`src/rtl/cpu_pkg.sv`:
```
// Shared CPU definitions: fetch address window, the instruction loaded for
// bubbles and faults, and the fetch-unit state encoding.
package cpu_pkg;

    localparam logic [31:0] RESET_PC   = 32'h0000_3000;
    localparam logic [31:0] IMEM_LIMIT = 32'h0000_6FFF;
    localparam logic [31:0] NOP_INSTR  = 32'h0000_0000;

    typedef enum logic [1:0] {
        ST_IDLE,
        ST_WAIT,
        ST_FULL,
        ST_ERR
    } fetch_state_e;

    // A fetch address is illegal when misaligned or outside [lo, hi].
    function automatic logic pc_illegal(input logic [31:0] pc,
                                        input logic [31:0] lo,
                                        input logic [31:0] hi);
        return (pc[1:0] != 2'b00) || (pc < lo) || (pc > hi);
    endfunction

endpackage

```
`src/rtl/if_fetch_unit_if.sv`:
```
// Instruction-memory request/response bundle between the fetch unit (master)
// and the instruction memory (slave).
interface if_fetch_unit_if;

    logic        imem_req;
    logic [31:0] imem_addr;
    logic        imem_ack;
    logic [31:0] imem_rdata;

    modport master (
        output imem_req,
        output imem_addr,
        input  imem_ack,
        input  imem_rdata
    );

    modport slave (
        input  imem_req,
        input  imem_addr,
        output imem_ack,
        output imem_rdata
    );

endinterface

```
`src/rtl/if_id_reg.sv`:
```
// IF/ID pipeline register: loads a fetched word or a bubble when enabled,
// otherwise holds its contents.
module if_id_reg
    import cpu_pkg::*;
(
    input  logic        clk,
    input  logic        rst_n,
    input  logic        en_i,
    input  logic        bubble_i,
    input  logic [31:0] instr_i,
    input  logic [31:0] pc_i,
    input  logic        adel_i,
    output logic [31:0] instr_o,
    output logic [31:0] pc_o,
    output logic        valid_o,
    output logic        adel_o
);

    always_ff @(posedge clk or negedge rst_n) begin
        if (!rst_n) begin
            instr_o <= NOP_INSTR;
            pc_o    <= '0;
            valid_o <= 1'b0;
            adel_o  <= 1'b0;
        end else if (en_i) begin
            if (bubble_i) begin
                instr_o <= NOP_INSTR;
                pc_o    <= '0;
                valid_o <= 1'b0;
                adel_o  <= 1'b0;
            end else begin
                instr_o <= instr_i;
                pc_o    <= pc_i;
                valid_o <= 1'b1;
                adel_o  <= adel_i;
            end
        end
    end

endmodule

```
`src/rtl/if_fetch_unit.sv`:
```
// Instruction fetch stage: PC sequencing, memory handshake, one-entry skid
// buffer for stalls, pending-redirect latch, and the IF/ID register.
//
//   state | meaning
//   IDLE  | first cycle after reset, no request
//   WAIT  | request outstanding at pc_f
//   FULL  | fetched word parked in skid buffer while D is stalled
//   ERR   | pc_f illegal; D receives fault markers until redirected
module if_fetch_unit
    import cpu_pkg::*;
#(
    parameter logic [31:0] RESET_PC   = cpu_pkg::RESET_PC,
    parameter logic [31:0] IMEM_LIMIT = cpu_pkg::IMEM_LIMIT
) (
    input  logic            clk,
    input  logic            reset,
    input  logic [31:0]     npc_in,
    input  logic            npc_sel,
    input  logic            stall_d,
    if_fetch_unit_if.master imem,
    output logic [31:0]     pc_f,
    output logic [31:0]     instr_d,
    output logic [31:0]     pc_d,
    output logic            valid_d,
    output logic            adel_d
);

    fetch_state_e state_q, state_d;
    logic [31:0]  pc_f_q, pc_f_d;
    logic         tgt_pend_q, tgt_pend_d;
    logic [31:0]  tgt_q, tgt_d;
    logic [31:0]  skid_q, skid_d;

    logic         req_c;
    logic         d_en, d_bubble, d_adel;
    logic [31:0]  d_instr, d_pc;

    logic         redir;
    logic [31:0]  npc;

    // A redirect only counts when D holds a real, advancing instruction.
    assign redir = npc_sel & valid_d & ~stall_d;
    assign npc   = redir      ? npc_in :
                   tgt_pend_q ? tgt_q  : pc_f_q + 32'd4;

    always_ff @(posedge clk or negedge reset) begin
        if (!reset) begin
            state_q    <= ST_IDLE;
            pc_f_q     <= RESET_PC;
            tgt_pend_q <= 1'b0;
            tgt_q      <= '0;
            skid_q     <= '0;
        end else begin
            state_q    <= state_d;
            pc_f_q     <= pc_f_d;
            tgt_pend_q <= tgt_pend_d;
            tgt_q      <= tgt_d;
            skid_q     <= skid_d;
        end
    end

    always_comb begin
        state_d    = state_q;
        pc_f_d     = pc_f_q;
        tgt_pend_d = tgt_pend_q;
        tgt_d      = tgt_q;
        skid_d     = skid_q;
        req_c      = 1'b0;
        d_en       = 1'b0;
        d_bubble   = 1'b0;
        d_instr    = imem.imem_rdata;
        d_pc       = pc_f_q;
        d_adel     = 1'b0;

        unique case (state_q)
            ST_IDLE: begin
                state_d = pc_illegal(pc_f_q, RESET_PC, IMEM_LIMIT) ? ST_ERR : ST_WAIT;
            end
            ST_WAIT: begin
                req_c = 1'b1;
                if (imem.imem_ack) begin
                    if (!stall_d) begin
                        d_en       = 1'b1;
                        pc_f_d     = npc;
                        tgt_pend_d = 1'b0;
                        state_d    = pc_illegal(npc, RESET_PC, IMEM_LIMIT) ? ST_ERR : ST_WAIT;
                    end else begin
                        skid_d  = imem.imem_rdata;
                        state_d = ST_FULL;
                    end
                end else if (!stall_d) begin
                    d_en     = 1'b1;
                    d_bubble = 1'b1;
                    if (redir) begin
                        tgt_pend_d = 1'b1;
                        tgt_d      = npc_in;
                    end
                end
            end
            ST_FULL: begin
                // pc_f was not advanced on capture, so it is the skid word's PC.
                if (!stall_d) begin
                    d_en       = 1'b1;
                    d_instr    = skid_q;
                    pc_f_d     = npc;
                    tgt_pend_d = 1'b0;
                    state_d    = pc_illegal(npc, RESET_PC, IMEM_LIMIT) ? ST_ERR : ST_WAIT;
                end
            end
            ST_ERR: begin
                if (!stall_d) begin
                    d_en    = 1'b1;
                    d_instr = NOP_INSTR;
                    d_adel  = 1'b1;
                    if (redir) begin
                        pc_f_d     = npc_in;
                        tgt_pend_d = 1'b0;
                        state_d    = pc_illegal(npc_in, RESET_PC, IMEM_LIMIT) ? ST_ERR : ST_WAIT;
                    end
                end
            end
            default: state_d = ST_IDLE;
        endcase
    end

    assign imem.imem_req  = req_c;
    assign imem.imem_addr = pc_f_q;
    assign pc_f           = pc_f_q;

    if_id_reg u_if_id_reg (
        .clk      (clk),
        .rst_n    (reset),
        .en_i     (d_en),
        .bubble_i (d_bubble),
        .instr_i  (d_instr),
        .pc_i     (d_pc),
        .adel_i   (d_adel),
        .instr_o  (instr_d),
        .pc_o     (pc_d),
        .valid_o  (valid_d),
        .adel_o   (adel_d)
    );

endmodule
```
`src/flat_wrapper.sv`:
```
// flat-port wrapper written by rule: the top's interface ports become plain ports
module if_fetch_unit_flat import cpu_pkg::*;
#(
    parameter logic [31:0] RESET_PC   = cpu_pkg::RESET_PC,
    parameter logic [31:0] IMEM_LIMIT = cpu_pkg::IMEM_LIMIT
)
  (clk, reset, npc_in, npc_sel, stall_d, pc_f, instr_d, pc_d, valid_d, adel_d, imem_imem_req, imem_imem_addr, imem_imem_ack, imem_imem_rdata);
  if_fetch_unit_if imem_i ();
  input  logic clk;
  input  logic reset;
  input  logic [31:0] npc_in;
  input  logic npc_sel;
  input  logic stall_d;
  output logic [31:0] pc_f;
  output logic [31:0] instr_d;
  output logic [31:0] pc_d;
  output logic valid_d;
  output logic adel_d;
  output wire logic [$bits(imem_i.imem_req)-1:0] imem_imem_req;
  output wire logic [$bits(imem_i.imem_addr)-1:0] imem_imem_addr;
  input wire logic [$bits(imem_i.imem_ack)-1:0] imem_imem_ack;
  input wire logic [$bits(imem_i.imem_rdata)-1:0] imem_imem_rdata;
  assign imem_imem_req = imem_i.imem_req;
  assign imem_imem_addr = imem_i.imem_addr;
  assign imem_i.imem_ack = imem_imem_ack;
  assign imem_i.imem_rdata = imem_imem_rdata;
  if_fetch_unit #(.RESET_PC(RESET_PC), .IMEM_LIMIT(IMEM_LIMIT)) u_core (.clk(clk), .reset(reset), .npc_in(npc_in), .npc_sel(npc_sel), .stall_d(stall_d), .imem(imem_i), .pc_f(pc_f), .instr_d(instr_d), .pc_d(pc_d), .valid_d(valid_d), .adel_d(adel_d));
endmodule
```
`config.mk`:
```
export PLATFORM = sky130hd
export DESIGN_NAME = if_fetch_unit_flat
export DESIGN_NICKNAME = d
export VERILOG_FILES = /design/src/rtl/cpu_pkg.sv /design/src/rtl/if_fetch_unit_if.sv /design/src/rtl/if_id_reg.sv /design/src/rtl/if_fetch_unit.sv /design/src/flat_wrapper.sv
export SDC_FILE = /design/constraint.sdc
export NUM_CORES = 1
export LEC_CHECK = 0
export ABC_CLOCK_PERIOD_IN_PS = 4300
export CAP_MARGIN = 0
export CORE_AREA = 2 2 97 169
export DETAILED_ROUTE_END_ITERATION = 7
export DIE_AREA = 0 0 99 171
export PLACE_DENSITY_LB_ADDON = 0.1
export SLEW_MARGIN = 10
export SYNTH_ARGS = -nofsm -noshare
export SYNTH_HDL_FRONTEND = slang
export SYNTH_SLANG_ARGS = --single-unit
export TNS_END_PERCENT = 5
```
`constraint.sdc`:
```
create_clock -name clk -period 4.3 [get_ports clk]
set_input_delay 0.86 -clock clk [delete_from_list [all_inputs] [get_ports clk]]
set_output_delay 0.86 -clock clk [all_outputs]
set_load 0.02 [all_outputs]
```
== Word-level counts from Yosys, hierarchy flattened ==
Index checks and enable logic that the tools add are counted.

* Word-level logic and storage cells: 82
* Register bits after elaboration: 165
* Output and inout port bits: 131
* Bits of input ports: 69

* Reduce and logical (&&, ||, !) cells: 17
* Equality and inequality tests: 9
* Muxes and demuxes: 36
* Bitwise logic cells: 4
* $add $sub $neg: 1
* Magnitude comparators: 6

{| class="wikitable"
|+ Operator list
! kind !! count
|-
| $mux 32 || 10
|-
| $gt 32x15->1 const B || 3
|-
| $lt 32x14->1 const B || 3
|-
| $pmux 32 s3 || 1
|-
| $pmux 32 s2 || 1
|-
| $add 32x3->32 const B || 1
|-
| $mux 2 || 8
|-
| $mux 1 || 14
|-
| $reduce_and 4->1 || 3
|-
| $pmux 2 s4 || 1
|-
| $logic_or 1x1->1 || 6
|-
| $ne 2x2->1 const B || 3
|-
| $reduce_bool 2->1 || 3
|-
| $reduce_and 5->1 || 1
|-
| $eq 2x2->1 const B || 2
|-
| $ne 3x2->1 const B || 1
|-
| $ne 3x3->1 const B || 1
|-
| $pmux 1 s3 || 1
|-
| $reduce_bool 3->1 || 1
|-
| $reduce_or 3->1 || 1
|-
| $and 1x1->1 || 2
|-
| $eq 2x1->1 const B || 1
|-
| $logic_not 2->1 || 1
|-
| $ne 2x1->1 const B || 1
|-
| other kinds (2) || 3
|}

== Depth between registers and ports, before layout ==
Gate-level depths: netlist of the first run.

* Word-level depth: 10
* Mapped depth: 9
* Mapped depth without buffers: 8

== Cells and area by module ==
From an unflattened synthesis of the first run, not the netlist that was laid out.

* Cells, all modules: 972
* Area total of the unflattened synthesis: 9,026.2 um2

{| class="wikitable"
|+ Modules (own cells, without submodules)
! module !! seq. area each (um2) !! area an instance (um2) !! instances !! cells an instance
|-
| if_fetch_unit || 2,479.9 || 6,167.2 || 1 || 688
|-
| if_id_reg || 1,651.6 || 2,859.0 || 1 || 284
|}

== Worst setup path after synthesis of the first run ==
No wires, ideal clock.

* Path type: input-to-reg
* From: in stall_d
* To: reg u_core.pc_f_q[20] (netlist: u_core.imem.imem_addr[20])
* Data arrival time: 2.325 ns
* Buffers on the path: 2
* Library setup time: 0.137 ns
* Data required time: 4.163 ns
* Path slack: 1.838 ns
* Cell stages on the path: 8
* Cell sequence: o21bai_1 > or2_2 > buf_2 > a21oi_1 > nor2_1 > clkbuf_1 > a22oi_1 > o21ai_0

* Word-level cells in the longest chain between the ends: 6
* Elaborated cells on any way between the ends: 9
* Those cells by class: eq/ne: 2; mux: 4; bitwise: 2; reduce/logical: 1

{| class="wikitable"
|+ RTL lines
! item !! line !! text
|-
| from (decl) || flat_wrapper.sv:13 || <nowiki>input logic stall_d;</nowiki>
|-
| $not 1->1 || if_fetch_unit.sv:42 || <nowiki>assign redir = npc_sel & valid_d & ~stall_d;</nowiki>
|-
| $and 1x1->1 || if_fetch_unit.sv:42 ||
|-
| $mux 32 || if_fetch_unit.sv:43 || <nowiki>assign npc = redir ? npc_in :</nowiki>
|-
| $mux 32 || if_fetch_unit.sv:82, if_fetch_unit.sv:102 ||
|-
| $mux 32 || if_fetch_unit.sv:81 || <nowiki>if (imem.imem_ack) begin</nowiki>
|-
| $pmux 32 s3 || if_fetch_unit.sv:75 || <nowiki>unique case (state_q)</nowiki>
|-
| to (signal assigned) || if_fetch_unit.sv:55 || <nowiki>pc_f_q <= pc_f_d;</nowiki>
|-
| to (decl) || if_fetch_unit.sv:29 || <nowiki>logic [31:0] pc_f_q, pc_f_d;</nowiki>
|}

Parallel ways exist; a longest one is shown, timed or not. The select of a mux whose other input is x is not followed.
A chain may end at the register's enable or synchronous reset.

== Worst setup path after layout of the first run ==
* From: in stall_d
* To: reg u_core.pc_f_q[25] (netlist: u_core.imem.imem_addr[25])

The elaborated chain is that of the path after synthesis.

==> results of run 1 <==
-- through the flow --
step	util	instances	hold WS [ps]	setup slack, ps
after floorplan	-	790	470	1840
after global placement	0.646	1100	461	709
after detailed placement	0.646	1100	471	616
after CTS	0.685	1131	486	1040
after global routing	0.685	1131	515	846
final	0.685	1131	479	994
-- logic make-up (layout without fill, tap and decap cells) --
family,Yosys count,in the layout,share of synthesized area
AO/OA/AOI/OAI,218,218,0.169
AND/OR/NAND/NOR,215,215,0.146
flip-flops,165,165,0.502
buffers and inverters,98,250,0.0621
multiplexers,74,74,0.0998
XOR/XNOR,19,19,0.0202
adder cells (fa/ha/maj),1,1,0.00152
-- worst max path at each step --
stage	endpoint	slack (ps)	cells past startpoint
3_3_place_gp	u_core.imem.imem_addr[25]	710	8
6_report	u_core.imem.imem_addr[25]	990	8
3_5_place_dp	u_core.imem.imem_addr[25]	620	8
5_1_grt	u_core.imem.imem_addr[24]	850	8
4_1_cts	u_core.imem.imem_addr[25]	1040	8
2_1_floorplan	u_core.imem.imem_addr[20]	1840	8
-- critical path, cell delays in order --
cell and delay, ps:
clkdlybuf4s50_1 520, o21bai_4 400, or2_2 660, a21oi_1 410
nor2_1 180, buf_4 220, a221oi_1 270, inv_1 70
-- state kept, by name (all words and copies together), names as in the netlist --
| signal | cells |
|---|---|
| u_core.imem.imem_addr | 32 |
| u_core.u_if_id_reg.adel_o | 1 |
| u_core.state_q | 2 |
| u_core.u_if_id_reg.valid_o | 1 |
| u_core.tgt_pend_q | 1 |
| u_core.tgt_q | 32 |
| u_core.skid_q | 32 |
| u_core.u_if_id_reg.instr_o | 32 |
| u_core.u_if_id_reg.pc_o | 32 |
-- synth_stat cells, types with 3 or more instances --
cell type	instances
a22o_1	30
inv_1	6
nand3_1	11
nand2_1	70
xor2_1	9
o22ai_1	14
dfrtp_1	163
and4_1	4
nor4_1	13
o211ai_1	4
a211oi_1	3
nor2b_1	3
xnor2_1	10
buf_4	35
o21bai_1	4
o21a_1	4
a22oi_1	11
nand4_1	16
mux2i_1	10
a21o_1	4
buf_2	9
buf_1	12
nor2_1	26
nor3b_1	32
and3_1	7
mux2_2	64
nand2b_1	9
o21ai_0	60
a31oi_1	4
clkbuf_1	36
a21oi_1	58
nor3_1	6
-- power groups by stage --
stage	logic [mW]	clock network, mW	registers [mW]
floorplan	1.71	0	2.84
global placement	3.04	0	2.73
detailed placement	3.10	0	2.77
CTS	3.11	1.65	2.75
global route	3.32	1.72	2.83
finish	3.11	1.63	2.76
-- final cells by class --
class                   instances  share of cell area
inverters                       6             0.00210
flip-flops and latches        165               0.385
clock inverters                13              0.0168
multi-input cells             527               0.336
repair buffers                213               0.197
well taps                     189              0.0221
clock buffers                  18              0.0410
-- routing by layer --
metal  part of all wire  up-vias  routed length [um]  global-route usage
li1                   -     3143                   -                   -
met2               0.51      334               12500               0.490
met5                  0        -                   0                   0
met3              0.064       61                1540              0.0511
met4              0.031        0                 754               0.117
met1               0.39     3511                9530               0.369
==> flow_summary.json, run 1 <==
{
  "status": "completed",
  "power_frac_comb": 0.415,
  "fp.coreArea_sq_mm": 0.0156,
  "min_from": "u_core.u_if_id_reg.instr_o[0]",
  "clockPowerShare": 0.217,
  "ys_seq_area_frac": 0.502,
  "cts_resized": 0,
  "ff2ff_setup_slack_ps": 1300,
  "ir_worst_vdd_v": 0.000375,
  "whs_endpoint": "u_core.u_if_id_reg.instr_o[0]",
  "vias_per_cell": 6.23,
  "multiInputGateArea_sq_mm": 0.00360,
  "holdPathStages": 2,
  "drive_gt1_frac": 0.134,
  "ant_nets": 0,
  "crit_required_ps": 4610,
  "design_area_sq_mm": 0.0107,
  "power_density_mw_per_mm2": 699,
  "final_common_cell": "clkdlybuf4s50_1",
  "synth_edf_count": 0,
  "die_area_sq_mm": 0.0169,
  "maxSlewViolCount": 0,
  "p_total_mw": 7.49,
  "tightest_slew_ps": 1040,
  "drv_cap": 0,
  "seq_area_sq_mm": 0.00413,
  "seqPwrFrac": 0.368,
  "fin_nets": 1000,
  "port_buffers": 199,
  "synth_top_area_frac": 0.496,
  "place_area_sq_mm": 0.0101,
  "drt-pass1-iter-count": 5,
  "grt_pass1_wl_um": 38800,
  "area_delta_synth_final_pct": 30.3,
  "synth_fp_nets": 860,
  "wl_per_cell_um": 21.5,
  "synthFlopType": "dfrtp_1",
  "synth_area_per_cell_sq_um": 10.4,
  "relSlewSlack": 0.305,
  "cts_buffers": 17,
  "syn_area_sq_mm": 0.00823,
  "period_minus_slack_ps": 3310,
  "async_reset_ff_frac": 1.00,
  "clock_skew_ps": 15.1,
  "totalWireLength_um": 24300,
  "max_freq_mhz": 302,
  "grt_use_total": 0.291,
  "setup_viol": 0,
  "htree_num_levels": 4,
  "power.leakage_nw": 4.44,
  "cp_max_fo": 39,
  "clk_path_buf_depth": 2,
  "diodes": 0,
  "synth_warnings": 0,
  "hpwl_um": 16900,
  "cts_tree": "built",
  "layout_common_cells": "clkdlybuf4s50_1, dfrtp_1, nand2_1",
  "timing.rr.start": "u_core.state_q[1]",
  "clock_sinks": 165,
  "grt_pass1_vias": 7159,
  "fp.dieW_um": 99,
  "power.switching_mw": 2.96,
  "rsz0062_at_grt": "false",
  "boundaryPins": 200,
  "tns_ps": 0,
  "overflow": 0,
  "synth_cell_types": 65,
  "synth_area_leader_cell": "dfrtp_1",
  "startpoint_type": "primary input",
  "crit_type": "in -> reg",
  "r2r_cells": 7,
  "vias": 7049,
  "hold_viol": 0,
  "rows": 61,
  "dr.first_iter.drc_count": 504,
  "swShare": 0.394,
  "cts_setup_buffers": 0,
  "crit_path_start": "stall_d",
  "initial_utilization": 0.526,
  "cp-end-kind": "flop",
  "ys_seq_elements": 165,
  "hold_buffers": 0,
  "synthCells": 790,
  "ctsRootBufferMaster": "clkbuf_16",
  "finalCritPeriodShare": 0.769,
  "gp_congestion": 0.942,
  "clkSlewWorstSetupHoldPaths_ps": 70,
  "antenna_found_initial": 0,
  "die_y_um": 171,
  "clk_latency_ps": 430,
  "intPower_mw": 4.54,
  "grt_max_degree": 105,
  "reg2reg_to": "u_core.imem.imem_addr[29]",
  "critical_path_arrival_ps": 3610,
  "nFillCells": 1214,
  "synthTopCellsByArea": "dfrtp_1, mux2_2, o21ai_0",
  "hp-class": "reg -> reg",
  "drc_errors": 0
}
(Power assumes the default switching activity.)
==> inputs of run 2 (changes only) <==
ABC_CLOCK_PERIOD_IN_PS = 2650   (was 4300)
CORE_AREA = 2 2 106 184   (was 2 2 97 169)
DIE_AREA = 0 0 108 186   (was 0 0 99 171)
clock period = 2.65 ns   (was 4.3 ns; I/O delays follow)
==> flow_summary.json, run 2 (synthesis results as in run 1) <==
{
  "drv_cap": 0,
  "setup_viol": 0,
  "fin_ws_ps": 161,
  "critical_path_arrival_ps": 2810,
  "cts_setup_buffers": 0,
  "ant_nets": 0,
  "hpwl_um": 18800,
  "totalWireLength_um": 26200,
  "crit_type": "reg -> reg",
  "port_buffers": 199,
  "fin_nets": 1079,
  "tightest_slew_ps": 649,
  "cp-end-kind": "flop",
  "die_area_sq_mm": 0.0201,
  "clock_sinks": 165,
  "vias": 7301,
  "ctsRootBufferMaster": "clkbuf_16",
  "grt_max_degree": 65,
  "placed_cells": 1228,
  "cts_tree": "built",
  "drc_errors": 0,
  "fp.dieW_um": 108,
  "hold_viol": 0,
  "status": "completed",
  "clock_skew_ps": 11.7,
  "maxSlewViolCount": 0,
  "dr.first_iter.drc_count": 526,
  "overflow": 0,
  "clk_path_buf_depth": 2,
  "power_density_mw_per_mm2": 1110,
  "relSlewSlack": 0.567,
  "nFillCells": 1592,
  "clk_latency_ps": 440,
  "antenna_found_initial": 0,
  "period_minus_slack_ps": 2490,
  "ir_worst_vdd_v": 0.000560,
  "fp.coreArea_sq_mm": 0.0186,
  "hold_ws_ps": 44.2,
  "rsz0062_at_grt": "false",
  "finalCritPeriodShare": 0.939,
  "area_delta_synth_final_pct": 39.0,
  "boundaryPins": 200,
  "startpoint_type": "flop",
  "initial_utilization": 0.443,
  "power.leakage_nw": 4.84,
  "grt_use_total": 0.264,
  "gp_congestion": 0.932,
  "final_common_cell": "clkdlybuf4s50_1",
  "clkSlewWorstSetupHoldPaths_ps": 70,
  "drive_gt1_frac": 0.203,
  "vias_per_cell": 5.79,
  "final_cell_count_no_fill": 1260,
  "wl_per_cell_um": 20.8,
  "grt_pass1_wl_um": 40600,
  "crit_required_ps": 2970,
  "die_y_um": 186,
  "drt-pass1-iter-count": 6,
  "cts_buffers": 17,
  "max_freq_mhz": 402,
  "cp_max_fo": 5,
  "place_ws_ps": -69.3,
  "grt_pass1_vias": 7326,
  "layout_common_cells": "clkdlybuf4s50_1, dfrtp_1, buf_4",
  "diodes": 0,
  "hp-class": "in -> async",
  "rows": 66,
  "htree_num_levels": 4
}
## run 2: metal layers
layer	wire, um	track usage	up-vias
met5	0	0	-
met4	748	0.105	0
met3	1190	0.0438	47
met2	13500	0.451	276
met1	10800	0.330	3681
li1	-	-	3297
## run 2: final cells by class
cell class	count	area, sq um	share of cell area
Tap cell	238	298	0.0260
Clock buffer	18	429	0.0375
Clock inverter	14	165	0.0144
Inverter	6	22.5	0.00197
Multi-Input combinational cell	527	3610	0.316
Sequential cell	165	4130	0.361
Timing Repair Buffer	292	2780	0.243
## run 2: power breakdown
group / internal, mW / switching (mW)
sequential: 3.39 / 0.686
combinational: 2.87 / 3.18
clock: 1.42 / 1.12
total: 7.68 / 4.99
## run 2: metrics by stage
step	cell area [sq um]	util	total power, mW	TNS [ps]
5_1_grt	11400	0.615	13.3	0
3_5_place_dp	10800	0.583	10.1	-423
4_1_cts	11400	0.615	12.7	0
2_1_floorplan	8230	-	7.38	0
3_3_place_gp	10800	0.583	10.0	-18.6
6_report	11400	0.615	12.7	0
## run 2: worst paths after layout
kind,startpoint,to,slack (ps),cells after the start
min in group clk,u_core.u_if_id_reg.instr_o[19],u_core.u_if_id_reg.instr_o[19],480,2
min reg2reg,u_core.u_if_id_reg.instr_o[19],u_core.u_if_id_reg.instr_o[19],480,2
min,reset,u_core.u_if_id_reg.instr_o[27],40,1
max reg2reg,u_core.imem.imem_addr[3],u_core.state_q[1],160,8
max,u_core.imem.imem_addr[3],u_core.state_q[1],160,8
max in group asynchronous,reset,u_core.imem.imem_addr[12],1820,2
## run 2: worst max-delay path: stages (launching register included)
cell and delay (ps):
dfrtp_1 460, ha_1 210, nand2_1 170, or4_4 570, nor4_2 310, xor2_1 100, o21ai_0 190, and4_1 280
a31oi_1 90
## run 2: repair_timing
| item | CTS | global route |
|---|---|---|
| hold buffers | 0 | 0 |
| gates resized for setup | 0 | 2 |
| endpoints found under the setup margin | 0 | 1 |
